[config.mk]
export PLATFORM = sky130hd
export DESIGN_NAME = apb_cfg_sequencer
export DESIGN_NICKNAME = d
export VERILOG_FILES = /design/src/rtl/apb_cfg_seq_pkg.sv /design/src/rtl/apb_wait_timer.sv /design/src/rtl/apb_cfg_sequencer.sv
export SDC_FILE = /design/constraint.sdc
export NUM_CORES = 1
export LEC_CHECK = 0
export ABC_CLOCK_PERIOD_IN_PS = 2270
export CAP_MARGIN = 40
export CORE_UTILIZATION = 25
export DETAILED_ROUTE_END_ITERATION = 7
export HOLD_SLACK_MARGIN = 0.05
export PLACE_DENSITY = 0.57
export SYNTH_ARGS = -nofsm -noshare
export SYNTH_HDL_FRONTEND = slang
export SYNTH_SLANG_ARGS = --single-unit
[constraint.sdc]
create_clock -name HCLK -period 2.27 [get_ports HCLK]
set_input_delay 0.454 -clock HCLK [delete_from_list [all_inputs] [get_ports HCLK]]
set_output_delay 0.454 -clock HCLK [all_outputs]
set_load 0.01 [all_outputs]
[src/rtl/apb_cfg_seq_pkg.sv]
// Shared types for the boot-table APB configuration sequencer.
package apb_cfg_seq_pkg;

  localparam int unsigned DATA_W     = 32;
  localparam int unsigned ADDR_MAX_W = 32;

  typedef enum logic [2:0] {
    S_IDLE,
    S_FETCH,
    S_WR_SETUP,
    S_WR_ACCESS,
    S_RD_SETUP,
    S_RD_ACCESS,
    S_DONE,
    S_ERROR
  } state_t;

  typedef enum logic [1:0] {
    ERR_NONE    = 2'b00,
    ERR_SLVERR  = 2'b01,
    ERR_VERIFY  = 2'b10,
    ERR_TIMEOUT = 2'b11
  } err_code_t;

  typedef struct packed {
    logic                  valid;
    logic [ADDR_MAX_W-1:0] addr;
    logic [DATA_W-1:0]     data;
    logic [DATA_W-1:0]     mask;
  } cfg_entry_t;

  function automatic logic verify_ok(input logic [DATA_W-1:0] rdata,
                                     input logic [DATA_W-1:0] data,
                                     input logic [DATA_W-1:0] mask);
    return ((rdata ^ data) & mask) == '0;
  endfunction

endpackage

[src/rtl/apb_wait_timer.sv]
// Clearable saturating wait counter; expire flags the cycle whose stall reaches TIMEOUT_CYCLES.
module apb_wait_timer #(
  parameter int unsigned TIMEOUT_CYCLES = 255
) (
  input  logic clk,
  input  logic rst,
  input  logic clr,
  input  logic inc,
  output logic expire
);

  localparam int unsigned CNT_W = $clog2(TIMEOUT_CYCLES + 1);

  logic [CNT_W-1:0] count;

  always_ff @(posedge clk) begin
    if (rst || clr) begin
      count <= '0;
    end else if (inc && count != CNT_W'(TIMEOUT_CYCLES)) begin
      count <= count + CNT_W'(1);
    end
  end

  // Look-ahead so the FSM leaves ACCESS on the edge that completes the last allowed stall cycle.
  assign expire = inc && (count >= CNT_W'(TIMEOUT_CYCLES - 1));

endmodule

[src/rtl/apb_cfg_sequencer.sv]
// APB master that applies a boot table of {addr, data, mask} writes with optional masked
// read-back verify, releasing the core via fetch_enable_o once the table is applied cleanly.
module apb_cfg_sequencer
  import apb_cfg_seq_pkg::*;
#(
  parameter int unsigned APB_ADDR_WIDTH = 12,
  parameter int unsigned NUM_ENTRIES    = 16,
  parameter int unsigned TIMEOUT_CYCLES = 255,
  parameter bit          AUTO_START     = 1'b1,
  localparam int unsigned IDX_W         = $clog2(NUM_ENTRIES)
) (
  input  logic                      HCLK,
  input  logic                      HRESET,
  input  logic                      start_i,
  output logic [IDX_W-1:0]          tbl_idx_o,
  input  logic                      tbl_valid_i,
  input  logic [APB_ADDR_WIDTH-1:0] tbl_addr_i,
  input  logic [31:0]               tbl_data_i,
  input  logic [31:0]               tbl_mask_i,
  output logic [APB_ADDR_WIDTH-1:0] PADDR,
  output logic [31:0]               PWDATA,
  output logic                      PWRITE,
  output logic                      PSEL,
  output logic                      PENABLE,
  input  logic [31:0]               PRDATA,
  input  logic                      PREADY,
  input  logic                      PSLVERR,
  output logic                      busy_o,
  output logic                      done_o,
  output logic                      error_o,
  output logic [IDX_W-1:0]          err_idx_o,
  output logic [1:0]                err_code_o,
  output logic                      fetch_enable_o
);

  state_t     state;
  err_code_t  err_code;
  err_code_t  abort_code;
  cfg_entry_t cur;
  cfg_entry_t ent;
  logic [IDX_W-1:0] idx;
  logic auto_pend;
  logic abort;
  logic expire;
  logic in_setup;
  logic in_access;
  logic last;
  logic unused_ent;

  assign in_setup   = (state == S_WR_SETUP) || (state == S_RD_SETUP);
  assign in_access  = (state == S_WR_ACCESS) || (state == S_RD_ACCESS);
  assign last       = (idx == IDX_W'(NUM_ENTRIES - 1));
  assign tbl_idx_o  = idx;
  assign PADDR      = ent.addr[APB_ADDR_WIDTH-1:0];
  assign PWDATA     = ent.data;
  assign err_code_o = err_code;
  assign fetch_enable_o = done_o;
  assign unused_ent = ent.valid ^ (^ent.addr);

  apb_wait_timer #(
    .TIMEOUT_CYCLES(TIMEOUT_CYCLES)
  ) u_wait_timer (
    .clk   (HCLK),
    .rst   (HRESET),
    .clr   (in_setup),
    .inc   (in_access && !PREADY),
    .expire(expire)
  );

  always_comb begin
    cur = '0;
    cur.valid = tbl_valid_i;
    cur.addr[APB_ADDR_WIDTH-1:0] = tbl_addr_i;
    cur.data = tbl_data_i;
    cur.mask = tbl_mask_i;
  end

  always_comb begin
    abort = 1'b0;
    abort_code = ERR_NONE;
    if (in_access) begin
      if (PREADY) begin
        if (PSLVERR) begin
          abort = 1'b1;
          abort_code = ERR_SLVERR;
        end else if (state == S_RD_ACCESS && !verify_ok(PRDATA, ent.data, ent.mask)) begin
          abort = 1'b1;
          abort_code = ERR_VERIFY;
        end
      end else if (expire) begin
        abort = 1'b1;
        abort_code = ERR_TIMEOUT;
      end
    end
  end

  always_ff @(posedge HCLK) begin
    if (HRESET) begin
      state     <= S_IDLE;
      idx       <= '0;
      ent       <= '0;
      PSEL      <= 1'b0;
      PENABLE   <= 1'b0;
      PWRITE    <= 1'b0;
      busy_o    <= 1'b0;
      done_o    <= 1'b0;
      error_o   <= 1'b0;
      err_idx_o <= '0;
      err_code  <= ERR_NONE;
      auto_pend <= AUTO_START;
    end else if (abort) begin
      state     <= S_ERROR;
      PSEL      <= 1'b0;
      PENABLE   <= 1'b0;
      busy_o    <= 1'b0;
      error_o   <= 1'b1;
      err_idx_o <= idx;
      err_code  <= abort_code;
    end else begin
      case (state)
        S_IDLE: begin
          if (start_i || auto_pend) begin
            state     <= S_FETCH;
            idx       <= '0;
            busy_o    <= 1'b1;
            auto_pend <= 1'b0;
          end
        end
        S_FETCH: begin
          if (!tbl_valid_i) begin
            state  <= S_DONE;
            busy_o <= 1'b0;
            done_o <= 1'b1;
          end else begin
            ent    <= cur;
            state  <= S_WR_SETUP;
            PSEL   <= 1'b1;
            PWRITE <= 1'b1;
          end
        end
        S_WR_SETUP: begin
          state   <= S_WR_ACCESS;
          PENABLE <= 1'b1;
        end
        S_RD_SETUP: begin
          state   <= S_RD_ACCESS;
          PENABLE <= 1'b1;
        end
        S_WR_ACCESS, S_RD_ACCESS: begin
          if (PREADY) begin
            PENABLE <= 1'b0;
            // PSEL stays high into the read-back so the verify follows the write back-to-back.
            if (state == S_WR_ACCESS && ent.mask != '0) begin
              state  <= S_RD_SETUP;
              PWRITE <= 1'b0;
            end else begin
              PSEL <= 1'b0;
              if (last) begin
                state  <= S_DONE;
                busy_o <= 1'b0;
                done_o <= 1'b1;
              end else begin
                idx   <= idx + IDX_W'(1);
                state <= S_FETCH;
              end
            end
          end
        end
        S_DONE, S_ERROR: begin
          if (start_i) begin
            state    <= S_FETCH;
            idx      <= '0;
            busy_o   <= 1'b1;
            done_o   <= 1'b0;
            error_o  <= 1'b0;
            err_code <= ERR_NONE;
          end
        end
        default: state <= S_IDLE;
      endcase
    end
  end

endmodule
* Word-level counts from Yosys, hierarchy flattened
Cells that the tools add are included.
** Storage, ports and cells
- Logic and storage cells :: 128
- Bits of input ports :: 114
- Output and inout port bits :: 61
- Bits in registers :: 104
** Operators by class
- Equality and inequality tests :: 21
- Reduce and logical (&&, ||, !) cells :: 35
- Bitwise gates (word level) :: 3
- Add/sub/neg operators :: 2
- Muxes and demuxes :: 51
- Magnitude comparators :: 1
** Operators with widths (number)
- AND 32 bit :: 1
- logical NOT 32 bit :: 1
- nonzero test 32 bit :: 1
- bitwise XOR 32 bit :: 1
- 2-to-1 mux 1 bit :: 24
- 2-to-1 mux 3 bit :: 7
- AND reduction 7 bit :: 3
- 2-to-1 mux 4 bit :: 5
- != test 2 bit (second input constant) :: 9
- one-hot mux 3 bit (6 select lines) :: 1
- 2-to-1 mux 2 bit :: 8
- equality test 3 bit (second input constant) :: 4
- one-hot mux 4 bit (3 select lines) :: 1
- != test 3 bit (second input constant) :: 3
- AND reduction 3 bit :: 3
- adder 8 x 1 -> 8 bit (second input constant) :: 1
- greater-or-equal comparator 8 bit (second input constant) :: 1
- != test 8 bit (second input constant) :: 1
- nonzero test 2 bit :: 4
- OR reduction 2 bit :: 4
- equality test 3 x 2 -> 1 bit (second input constant) :: 2
- one-hot mux 1 bit (2 select lines) :: 3
- nonzero test 3 bit :: 2
- logical AND 1 bit :: 5
- 13 further kinds :: 18

* Longest topological paths before layout
Gate-level depths: netlist of run 1.
- Depth in word-level cells :: 11
- Gate-level depth with buffers :: 10
- Gate-level depth less buffers :: 8

* Cells and area by module
Synthesis of run 1 repeated with hierarchy kept, for this count alone.
** Second synthesis, totals
- Cell total of the unflattened synthesis :: 621
- Area, all modules :: 4922.2 um2
** Modules (own cells, without submodules)
- apb_cfg_sequencer :: cells an instance 570, area an instance 4480.5 um2, seq. area each 1921.8 um2, times used 1
- apb_wait_timer :: cells an instance 51, area an instance 441.7 um2, seq. area each 160.2 um2, times used 1

* Worst setup path before layout of run 1
OpenSTA, ideal clock, no wires.
- Path kind :: input to register
- From :: input PRDATA[15]
- To :: register idx[0], in the netlist tbl_idx_o[0]
- Setup slack :: 0.103 ns
- Stages on the path :: 8
- Setup time :: 0.070 ns
- Arrival :: 2.096 ns
- Buffers on the path :: 1
- Data required time :: 2.200 ns
- Cell sequence :: xor2_1 > a22oi_1 > nand4_1 > nor4_4 > o31ai_2 > buf_6 > or4_1 > a21oi_1
** Between the ends
- Word-level cells in the longest chain between the ends :: 11
** RTL lines
- start: declaration :: RTL line apb_cfg_sequencer.sv:25 : input logic [31:0] PRDATA,
- bitwise XOR 32 bit :: RTL line apb_cfg_seq_pkg.sv:35 : return ((rdata ^ data) & mask) == '0;
- AND 32 bit :: RTL line apb_cfg_seq_pkg.sv:35
- logical NOT 32 bit :: RTL line apb_cfg_seq_pkg.sv:35
- logical NOT 1 bit :: RTL line apb_cfg_sequencer.sv:86 : end else if (state == S_RD_ACCESS && !verify_ok(PRDATA, ent.data, ent.mask)) begin
- logical AND 1 bit :: RTL line apb_cfg_sequencer.sv:86
- 2-to-1 mux 1 bit :: RTL line apb_cfg_sequencer.sv:86
- 2-to-1 mux 1 bit :: RTL line apb_cfg_sequencer.sv:83 : if (PSLVERR) begin
- 2-to-1 mux 1 bit :: RTL line apb_cfg_sequencer.sv:82 : if (PREADY) begin
- 2-to-1 mux 1 bit :: RTL line apb_cfg_sequencer.sv:81 : if (in_access) begin
- NOT 1 bit (no line)
- AND reduction 7 bit (no line)
- end signal: assignment :: RTL line apb_cfg_sequencer.sv:163 : idx <= idx + IDX_W'(1);
- end: declaration :: RTL line apb_cfg_sequencer.sv:41 : logic [IDX_W-1:0] idx;
No other way between the ends.
A chain may end at the register's enable or synchronous reset.

* Worst setup path in the final report of run 1
- From :: input PRDATA[31]
- To :: register idx[1], in the netlist tbl_idx_o[1]
The elaborated chain is that of the path after synthesis.

==> metrics.md, run 1 <==
| Metric | Value |
|---|---|
| P per Cell Area | 905.7 nW/µm² |
| Yosys top cell area share | 42.32% |
| Post-Syn Instances | 619 |
| Syn nets | 736 |
| CTS Root Cell | clkbuf_16 |
| Final Cell Area | 7511 µm² |
| Worst Path Max Fanout | 7 |
| Slew margin rel. | 58.77% |
| Worst Path Arrival | 2600 ps |
| DRC violation count after routing | 0 |
| Clock skew | 9.523 ps |
| Deepest clock path buffer count | 2 |
| Leak pwr | 2.879 nW |
| CTS Buf Count | 9 |
| YS warnings | 0 |
| Slowest cell on crit path | or4b_1 |
| Most frequent cell after synthesis | nand2_1 |
| Worst-margin pin slew | 614.3 ps |
| Slew Viols, Final | 0 |
| Cell family with most CP delay | simple AND/OR/NAND/NOR gates |
| Sw Share | 35.90% |
| Overall routing resource usage | 15.73% |
| Initial drt markers | 221 |
| Avg Vias per Cell | 4.509 |
| ANT nets after route | 0 |
| Post-place setup slack | -669.2 ps |
| CTS tree | yes |
| Routed WL | 15.95 mm |
| Netlist Area Pre-Place | 4920 µm² |
| Post-DP HPWL | 11.36 mm |
| Most instantiated cells after synthesis | 167 x nand2_1, 104 x dfxtp_1, 88 x a21oi_1 |
| P_sw | 2.442 mW |
| RSZ-0062 raised after global routing | true |
| Boundary Pins | 175 |
| Row cnt | 50 |
| Period minus WS final | 2310 ps |
| Initial antenna violation count | 1 |
| Required @ worst endpoint | 2560 ps |
| Number of synthesized flops with an enable pin | 0 |
| Largest cells by area after synthesis | dfxtp_1 42%, nand2_1 13%, a21oi_1 9.0%, buf_4 7.0%, xor2_1 6.8% |
| Drt pass-1 iters | 4 |
| Die Ht | 142.3 µm |
| DP Area | 6988 µm² |
| Final-report setup violation count | 1 |
| Peak supply drop | 0.4370 mV |
| CP Class | input port to register |
| Crit. End Element | register |
| HP Class | register to register |
| Internal power | 4.361 mW |
| Startpoint class of the critical path | input port |
| Largest area contributor in the netlist | dfxtp_1 |
| CTS sink cnt | 104 |
| Fin. Hold Viols | 0 |
| Port Buf Inserts | 174 |
| Clk slew on worst S/H paths | 70 ps |
| Ys flop type | dfxtp_1 |
| Initial Utilization | 25.87% |
| Die Wd | 142.3 µm |
| WL per Instance | 15.22 µm |
| Layout area overhead | 52.67% |
| Fin crit share | 101.7% |
| Placer Congestion | 0.8676 |
| Crit path buf inv count | 1 |
| Comb pwr share | 41.1% |
| Failing checks | setup timing |
| Final WS setup | -39.72 ps |
| Ys async rst share | 0% |
| Part of the Yosys area used for sequential elements | 42.32% |
| Max H-tree Level | 3 |
| Via count of the first global-routing pass | 4574 |
| Largest net degree at the start of global routing | 92 |
| Cell Chain, Critical Path | dlygate4sd2_1, xor2_2, a22oi_2, nand4_1, nor4_4, o31ai_4, or4b_1, a21oi_1 |
| Share of layout cells above drive strength 1 | 14.10% |
| Clock share of power | 24.1% |
| Core Footprint | 19020 µm² |
| Unique masters post-synth | 50 |
| Seq cells post-synth | 104 |
| Max stage delay on crit path | 540 ps |
| Syn Area/Cell | 7.948 µm² |
| Max Cap Viol | 0 |
| Fillers | 1967 |
| First-pass GRT wire length | 24.29 mm |
| Die ar. | 20240 µm² |
| Max Freq | 433.0 MHz |
| Overflow after GRT | 0 |
| WHS | 454.6 ps |
| Outcome | complete, but fails checks |
| Layout Nets | 900 |
| Sequential power share | 34.8% |
| Clock latency on the worst-skew pair | 360 ps |
| Vias | 4725 |
## worst min-delay path, stage by stage, from the launching register on
cell     delay [ps]
dfxtp_1         310
nand2_1          50
a21oi_1          50
## worst paths after layout
check / from / to / slack (ps) / cells past startpoint
max reg2reg: PWDATA[10]$_SDFFE_PP0P_ / tbl_idx_o[1]$_SDFFE_PP0P_ / -10 / 7
min: PADDR[3]$_SDFFE_PP0P_ / PADDR[3]$_SDFFE_PP0P_ / 450 / 2
max: PRDATA[31] / tbl_idx_o[1]$_SDFFE_PP0P_ / -40 / 8
min reg2reg: PADDR[3]$_SDFFE_PP0P_ / PADDR[3]$_SDFFE_PP0P_ / 450 / 2
## power groups by stage
stage	registers [mW]	clock network (mW)	logic, mW
3_5_place_dp	2.39	0	2.66
4_1_cts	2.36	1.71	2.72
6_report	2.37	1.64	2.80
2_1_floorplan	2.35	0	1.52
5_1_grt	2.41	1.76	3.06
3_3_place_gp	2.38	0	2.66
## layout make-up
class,count,area (µm²),area share [%]
Antenna cell,1,2.502,0.03332
Clock buffer,9,225.2,2.999
Inverter,8,30.03,0.3998
Timing Repair Buffer,233,2270,30.22
Sequential cell,104,2085,27.75
Clock inverter,6,72.57,0.9662
Multi-Input combinational cell,427,2501,33.30
Tap cell,260,325.3,4.331
## through the flow
stage | std cells | TNS (ps) | power, mW | util, %
floorplan | 619 | 0 | 3.876 | -
global placement | 1029 | -8485 | 5.048 | 36.74
detailed placement | 1029 | -9593 | 5.045 | 36.74
CTS | 1045 | -82.09 | 6.784 | 38.61
global route | 1048 | -449.7 | 7.229 | 39.49
finish | 1048 | -39.72 | 6.803 | 39.49
## per-layer routing
| layer | vias to the layer above | share of wire [%] | track usage [%] |
|---|---|---|---|
| met5 | - | 0 | 0 |
| met4 | 0 | 2.2 | 6.395 |
| met3 | 23 | 7.2 | 4.374 |
| met2 | 159 | 45 | 24.48 |
| met1 | 2161 | 46 | 20.40 |
| li1 | 2382 | - | - |
## flip-flops by register name (all words and copies together) (netlist names)
signal / flops
err_idx_o: 4
PSEL: 1
done_o: 1
u_wait_timer.count: 8
error_o: 1
PWDATA: 32
ent: 32
PENABLE: 1
tbl_idx_o: 4
err_code_o: 2
state: 3
auto_pend: 1
PWRITE: 1
busy_o: 1
PADDR: 12
## what timing repair did
action                     in CTS  in global routing
resized for setup              20                 35
setup endpoints to repair      14                 13
pin swaps                      20                 18
hold buffers                    0                  0
buffers inserted                3                  3
## cells in the final DEF, fill, tap and decap left out, types with 10 or more instances in the layout
| cell type | n |
|---|---|
| a22oi_2 | 10 |
| buf_4 | 53 |
| nand2_1 | 166 |
| xor2_1 | 26 |
| nor2_1 | 24 |
| clkdlybuf4s50_1 | 151 |
| dlygate4sd2_1 | 10 |
| xor2_2 | 12 |
| dfxtp_1 | 102 |
| a21oi_1 | 87 |
| dlymetal6s2s_1 | 12 |
## cell families after synthesis
family	Yosys count	synth area share, %
compound gates	148	18.29
xor+xnor	41	7.452
fa+ha+maj	3	0.7631
buf+inv	88	10.43
flops	104	42.32
mux	4	0.8139
simple gates	231	19.94
(Power assumes the default switching activity.)
==> inputs of run 2 (changes only) <==
- RECOVER_POWER: not set -> 100
==> metrics.md, run 2 (synthesized netlist as in run 1, its figures left out) <==
| Metric | Value |
|---|---|
| Post-DP HPWL | 11.36 mm |
| P per Cell Area | 902.8 nW/µm² |
| Routed WL | 15.91 mm |
| ANT nets after route | 0 |
| Largest net degree at the start of global routing | 92 |
| Period minus WS final | 2307 ps |
| HP Class | input port to register |
| Boundary Pins | 175 |
| Crit path buf inv count | 1 |
| Die ar. | 20240 µm² |
| Area of the multi-input gates | 2500 µm² |
| Fin crit share | 101.6% |
| Overall routing resource usage | 15.73% |
| Avg Vias per Cell | 4.514 |
| Cell family with most CP delay | simple AND/OR/NAND/NOR gates |
| Core Footprint | 19020 µm² |
| Hold wc startpoint | HRESET |
| Peak supply drop | 0.4372 mV |
| Worst Setup SP | PRDATA[31] |
| Slowest cell on crit path | or4b_1 |
| GR met3 Demand/Resource | 4.374% |
| Post-Place Cells | 1029 |
| CTS Buf Count | 9 |
| Worst Path Max Fanout | 7 |
| Layout Nets | 900 |
| Vias | 4731 |
| Startpoint class of the critical path | input port |
| Commonest non-fill, non-tap cell in the layout | nand2_1 |
| Die Ht | 142.3 µm |
| M2 GR Usage | 24.48% |
| Port Buf Inserts | 174 |
| First-pass GRT wire length | 24.29 mm |
| Final Cell Area | 7510 µm² |
| Slew margin rel. | 48.02% |
| DRC violation count after routing | 0 |
| GR peak layer | met2 |
| Final WS setup | -36.80 ps |
| CP Class | input port to register |
| CTS tree | yes |
| Leak pwr | 2.915 nW |
| Met1 usage | 20.40% |
| Max Freq | 433.5 MHz |
| CTS sink cnt | 104 |
| Final-report setup violation count | 1 |
| Layout area overhead | 52.64% |
| Initial Utilization | 25.87% |
| Max stage delay on crit path | 540 ps |
| Worst-margin pin slew | 779.3 ps |
| Share of layout cells above drive strength 1 | 13.98% |
| Fillers | 1968 |
| WL per Instance | 15.18 µm |
| Via count of the first global-routing pass | 4574 |
| Clock latency on the worst-skew pair | 360 ps |
| Hold bufs inserted after CTS | 0 |
| Required @ worst endpoint | 2560 ps |
| Initial drt markers | 222 |
| Clk slew on worst S/H paths | 70 ps |
| CTS Root Cell | clkbuf_16 |
| Max H-tree Level | 3 |
| Crit. End Element | register |
| Placer Congestion | 0.8676 |
| Flip-flop and latch area | 2085 µm² |
| Cell Chain, Critical Path | dlygate4sd2_1, xor2_2, a22oi_2, nand4_1, nor4_4, o31ai_4, or4b_1, a21oi_1 |
| Worst Path Arrival | 2590 ps |
| Outcome | complete, but fails checks |
| Drt pass-1 iters | 4 |
| Final std cells w/o fill | 1048 |
| Most frequent cells in the layout | 166 x nand2_1, 139 x clkdlybuf4s50_1, 102 x dfxtp_1, 87 x a21oi_1, 53 x buf_4 |
| RSZ-0062 raised after global routing | true |
| Fin. Hold Viols | 0 |
| Reg2reg start | PWDATA[10]$_SDFFE_PP0P_ |
| Deepest clock path buffer count | 2 |
| Slew Viols, Final | 0 |
| Initial antenna violation count | 1 |
| Clock skew | 9.454 ps |
| Row cnt | 50 |
| DP Area | 6988 µm² |
| Max Cap Viol | 0 |
| Failing checks | setup timing |
| Die Wd | 142.3 µm |
| Overflow after GRT | 0 |
[run 2: cell types whose count changed in the layout (fill, tap and decap cells not counted)]
cell and change:
and2_2 -1, and2_0 +1, dlygate4sd3_1 +12, clkdlybuf4s50_1 -12
[run 2: where the power goes]
part / internal [mW] / switching, mW / total (mW) / leakage [nW]
logic: 1.35 / 1.42 / 2.78 / 1.92
clock network: 0.869 / 0.768 / 1.64 / 0.149
registers: 2.12 / 0.246 / 2.37 / 0.846
[run 2: timing repair]
action,in CTS,in global routing
pin swaps,20,18
buffers inserted,3,3
endpoints found under the setup margin,14,13
resized for setup,20,35
[run 2: final timing paths]
| kind | end | slack [ps] | cells after the start |
|---|---|---|---|
| min | auto_pend$_SDFFE_PP1P_ | 450 | 3 |
| max | tbl_idx_o[1]$_SDFFE_PP0P_ | -40 | 8 |
| min reg2reg | PADDR[3]$_SDFFE_PP0P_ | 450 | 2 |
| max reg2reg | tbl_idx_o[1]$_SDFFE_PP0P_ | 0 | 7 |
[run 2: tightest hold or removal path, delay by kind of cell]
kind | cells | cell delay (ps)
buf+inv | 2 | 230
simple gates | 1 | 90
[run 2: cell type report]
cell class                      instances  share of cell area [%]
Timing Repair Buffer                  233                   30.22
Multi-Input combinational cell        427                   33.29
Tap cell                              260                   4.332
Clock inverter                          6                  0.9663
Sequential cell                       104                   27.76
Clock buffer                            9                   2.999
Antenna cell                            1                 0.03332
Inverter                                8                  0.3999
[run 2: layer usage]
metal | part of all wire, % | vias to the layer above | wire, µm
met1 | 46 | 2177 | 7307
li1 | - | 2379 | -
met5 | 0 | - | 0
met4 | 2.2 | 0 | 357
met2 | 45 | 153 | 7169
met3 | 6.8 | 22 | 1074
[run 2: stage by stage]
step / TNS [ps] / power (mW) / setup slack [ps] / utilization (%) / hold slack (ps)
after floorplan: 0 / 3.876 / 103.5 / - / 436.7
after global placement: -8485 / 5.048 / -598.3 / 36.74 / 441.4
after detailed placement: -9593 / 5.045 / -669.2 / 36.74 / 446.2
after CTS: -82.09 / 6.784 / -19.64 / 38.61 / 426.4
after global routing: -449.7 / 7.213 / -138.3 / 39.49 / 438.6
final: -36.80 / 6.779 / -36.80 / 39.49 / 445.2
==> inputs of run 3 (changes only) <==
--- a/config.mk
+++ b/config.mk
@@ -7,2 +7,3 @@
 export LEC_CHECK = 0
+export ABC_AREA = 1
 export ABC_CLOCK_PERIOD_IN_PS = 2270
==> constraint.sdc (replaced) <==
create_clock -name HCLK -period 2.27 [get_ports HCLK]
set_input_delay 0.227 -clock HCLK [delete_from_list [all_inputs] [get_ports HCLK]]
set_output_delay 0.227 -clock HCLK [all_outputs]
set_load 0.01 [all_outputs]
==> metrics.md, run 3 <==
| Metric | Value |
|---|---|
| Startpoint class of the critical path | register |
| CP Class | register to register |
| Slew margin rel. | 49.50% |
| Initial Utilization | 25.53% |
| Final std cells w/o fill | 1148 |
| Postcts setup bufs | 0 |
| HP Class | register to register |
| Hold Path Cell Cnt | 2 |
| Boundary Pins | 175 |
| Deepest clock path buffer count | 2 |
| Core Footprint | 20300 µm² |
| Clk slew on worst S/H paths | 70 ps |
| Die Wd | 146.0 µm |
| Commonest non-fill, non-tap cell in the layout | nand2_1 |
| Netlist Area Pre-Place | 5182 µm² |
| Syn Area/Cell | 6.892 µm² |
| Cell family with most CP delay | simple AND/OR/NAND/NOR gates |
| Max H-tree Level | 3 |
| Post-CTS Resized | 0 |
| Slew Viols, Final | 0 |
| Most frequent cells in the layout | 129 x nand2_1, 127 x nor2_1, 113 x clkdlybuf4s50_1, 104 x dfxtp_1, 89 x o21ai_0 |
| Largest area contributor in the netlist | dfxtp_1 |
| Clock skew | 5.956 ps |
| Post-Place Cells | 1131 |
| WHS | 458.0 ps |
| Period minus WS final | 2054 ps |
| R2R cell count | 11 |
| Final-report setup violation count | 0 |
| Via count of the first global-routing pass | 4714 |
| Seq cells post-synth | 104 |
| Die ar. | 21310 µm² |
| Leak pwr | 3.076 nW |
| Max stage delay on crit path | 440 ps |
| Number of synthesized flops with an enable pin | 0 |
| Overall routing resource usage | 15.32% |
| DR WL met3 | 889 µm |
| Cell Chain, Critical Path | inv_1, nor2_4, nand2_2, nand2_4, inv_6, nor2_8, o21ai_2, nor3b_1, nand2_1, o21ai_0, a21oi_1 |
| Flip-flop and latch area | 2082 µm² |
| Worst Path Max Fanout | 9 |
| CTS tree | yes |
| Worst-margin pin slew | 757.5 ps |
| Largest net degree at the start of global routing | 84 |
| Fillers | 2192 |
| Max Freq | 486.8 MHz |
| Die Ht | 146.0 µm |
| Initial antenna violation count | 1 |
| First-pass GRT wire length | 25.25 mm |
| Util after Layout | 35.34% |
| RSZ-0062 raised after global routing | false |
| Fin crit share | 90.50% |
| Crit. End Element | register |
| Most instantiated cells after synthesis | 129 x nand2_1, 127 x nor2_1, 104 x dfxtp_1 |
| CTS Root Cell | clkbuf_16 |
| Layout area overhead | 38.44% |
| Unique masters post-synth | 42 |
| Part of the Yosys area used for sequential elements | 40.17% |
| Fin. Hold Viols | 0 |
| Post-DP HPWL | 11.94 mm |
| Required @ worst endpoint | 2510 ps |
| Total power | 7.011 mW |
| Crit path buf inv count | 2 |
| Metal2 WL | 7.093 mm |
| WL per Instance | 13.82 µm |
| Yosys top cell area share | 40.17% |
| WP depth | 11 |
| Largest cells by area after synthesis | dfxtp_1 40%, nand2_1 9.3%, nor2_1 9.2%, o21ai_0 8.5%, buf_4 6.5% |
| Routed length on met1 | 7.588 mm |
| Placer Congestion | 0.8049 |
| YS warnings | 0 |
| Slowest cell on crit path | dfxtp_1 |
| Most frequent cell after synthesis | nand2_1 |
| Hold bufs inserted after CTS | 0 |
| Routed WL | 15.86 mm |
| Worst Path Arrival | 2300 ps |
| Initial drt markers | 222 |
| Ys flop type | dfxtp_1 |
| Port Buf Inserts | 174 |
| Row cnt | 52 |
| DRC violation count after routing | 0 |
| Drt pass-1 iters | 4 |
| Ys async rst share | 0% |
| Vias | 4916 |
| CTS Buf Count | 9 |
| Share of layout cells above drive strength 1 | 4.789% |
| Overflow after GRT | 0 |
| CTS sink cnt | 104 |
| Clock latency on the worst-skew pair | 350 ps |
| P per Cell Area | 977.3 nW/µm² |
| Syn nets | 869 |
| Uppermost routed layer | met4 |
| Layout Nets | 989 |
| ANT nets after route | 0 |
| Max Cap Viol | 0 |
| Area of the multi-input gates | 2301 µm² |
| Post-Syn Instances | 752 |
| Peak supply drop | 0.3720 mV |
| Outcome | completed |
| Avg Vias per Cell | 4.282 |
-- run 3: cell types whose count changed after synthesis, sizes merged, moves of 5 or more --
cell / before / now
a22oi: 18 / 0
nor4: 11 / 6
nand3: 5 / 41
inv: 8 / 87
nor2: 24 / 131
xor2: 38 / 1
nand2: 167 / 131
o21ai: 11 / 90
clkbuf: 26 / 21
a21oi: 88 / 54
-- run 3: final timing paths --
check,start,endpoint,slack (ps)
setup / recovery,state[0]$_SDFFE_PP0P_,u_wait_timer.count[5]$_SDFFE_PP0P_,220
hold / removal,err_code_o[1]$_SDFFE_PP0P_,err_code_o[1]$_SDFFE_PP0P_,460
setup reg to reg,state[0]$_SDFFE_PP0P_,u_wait_timer.count[5]$_SDFFE_PP0P_,220
hold reg to reg,err_code_o[1]$_SDFFE_PP0P_,err_code_o[1]$_SDFFE_PP0P_,460
-- run 3: where the power goes --
group          internal [mW]  switching [mW]
registers               2.26           0.352
logic                   1.21            1.62
clock network          0.851           0.722
-- run 3: worst reg2reg max path, stage by stage (launching register included) --
cell and delay [ps]:
dfxtp_1 440, inv_1 120, nor2_4 110, nand2_2 90, nand2_4 160, inv_6 80, nor2_8 120, o21ai_2 100
nor3b_1 360, nand2_1 160, o21ai_0 170, a21oi_1 50
-- run 3: logic make-up (layout without fill, tap and decap cells) --
family	count (synthesis)	count (layout)	share of synthesized area (%)
DFF	104	104	40.17
and+or+nand+nor	334	334	28.03
adders and majority gates	3	3	0.7244
xor gates and xnor gates	2	2	0.3381
AOI/OAI and AO/OA	149	149	15.52
other	0	1	0
buffers and inverters	160	285	15.21
-- run 3: area by class of cell --
cell class / count / area share, %
multi-input combinational: 488 / 32.07
sequential: 104 / 29.02
timing repair buffer: 181 / 25.44
tap: 270 / 4.709
inverter: 88 / 4.691
clock buffer: 10 / 3.191
clock inverter: 6 / 0.8371
antenna: 1 / 0.03488
-- run 3: routing by layer --
| metal | vias to the layer above | global-route usage, % |
|---|---|---|
| met5 | - | 0 |
| met1 | 2175 | 19.76 |
| met2 | 119 | 24.33 |
| li1 | 2606 | - |
| met4 | 0 | 5.313 |
| met3 | 16 | 4.451 |
-- run 3: through the flow --
| step | TNS [ps] | cell area (µm²) | setup WS (ps) |
|---|---|---|---|
| floorplan | 0 | 5182 | 593.9 |
| global placement | -43.47 | 6925 | -23.51 |
| detailed placement | -106.4 | 6925 | -56.11 |
| CTS | 0 | 7214 | 234.1 |
| global route | 0 | 7174 | 7.302 |
| finish | 0 | 7174 | 215.8 |
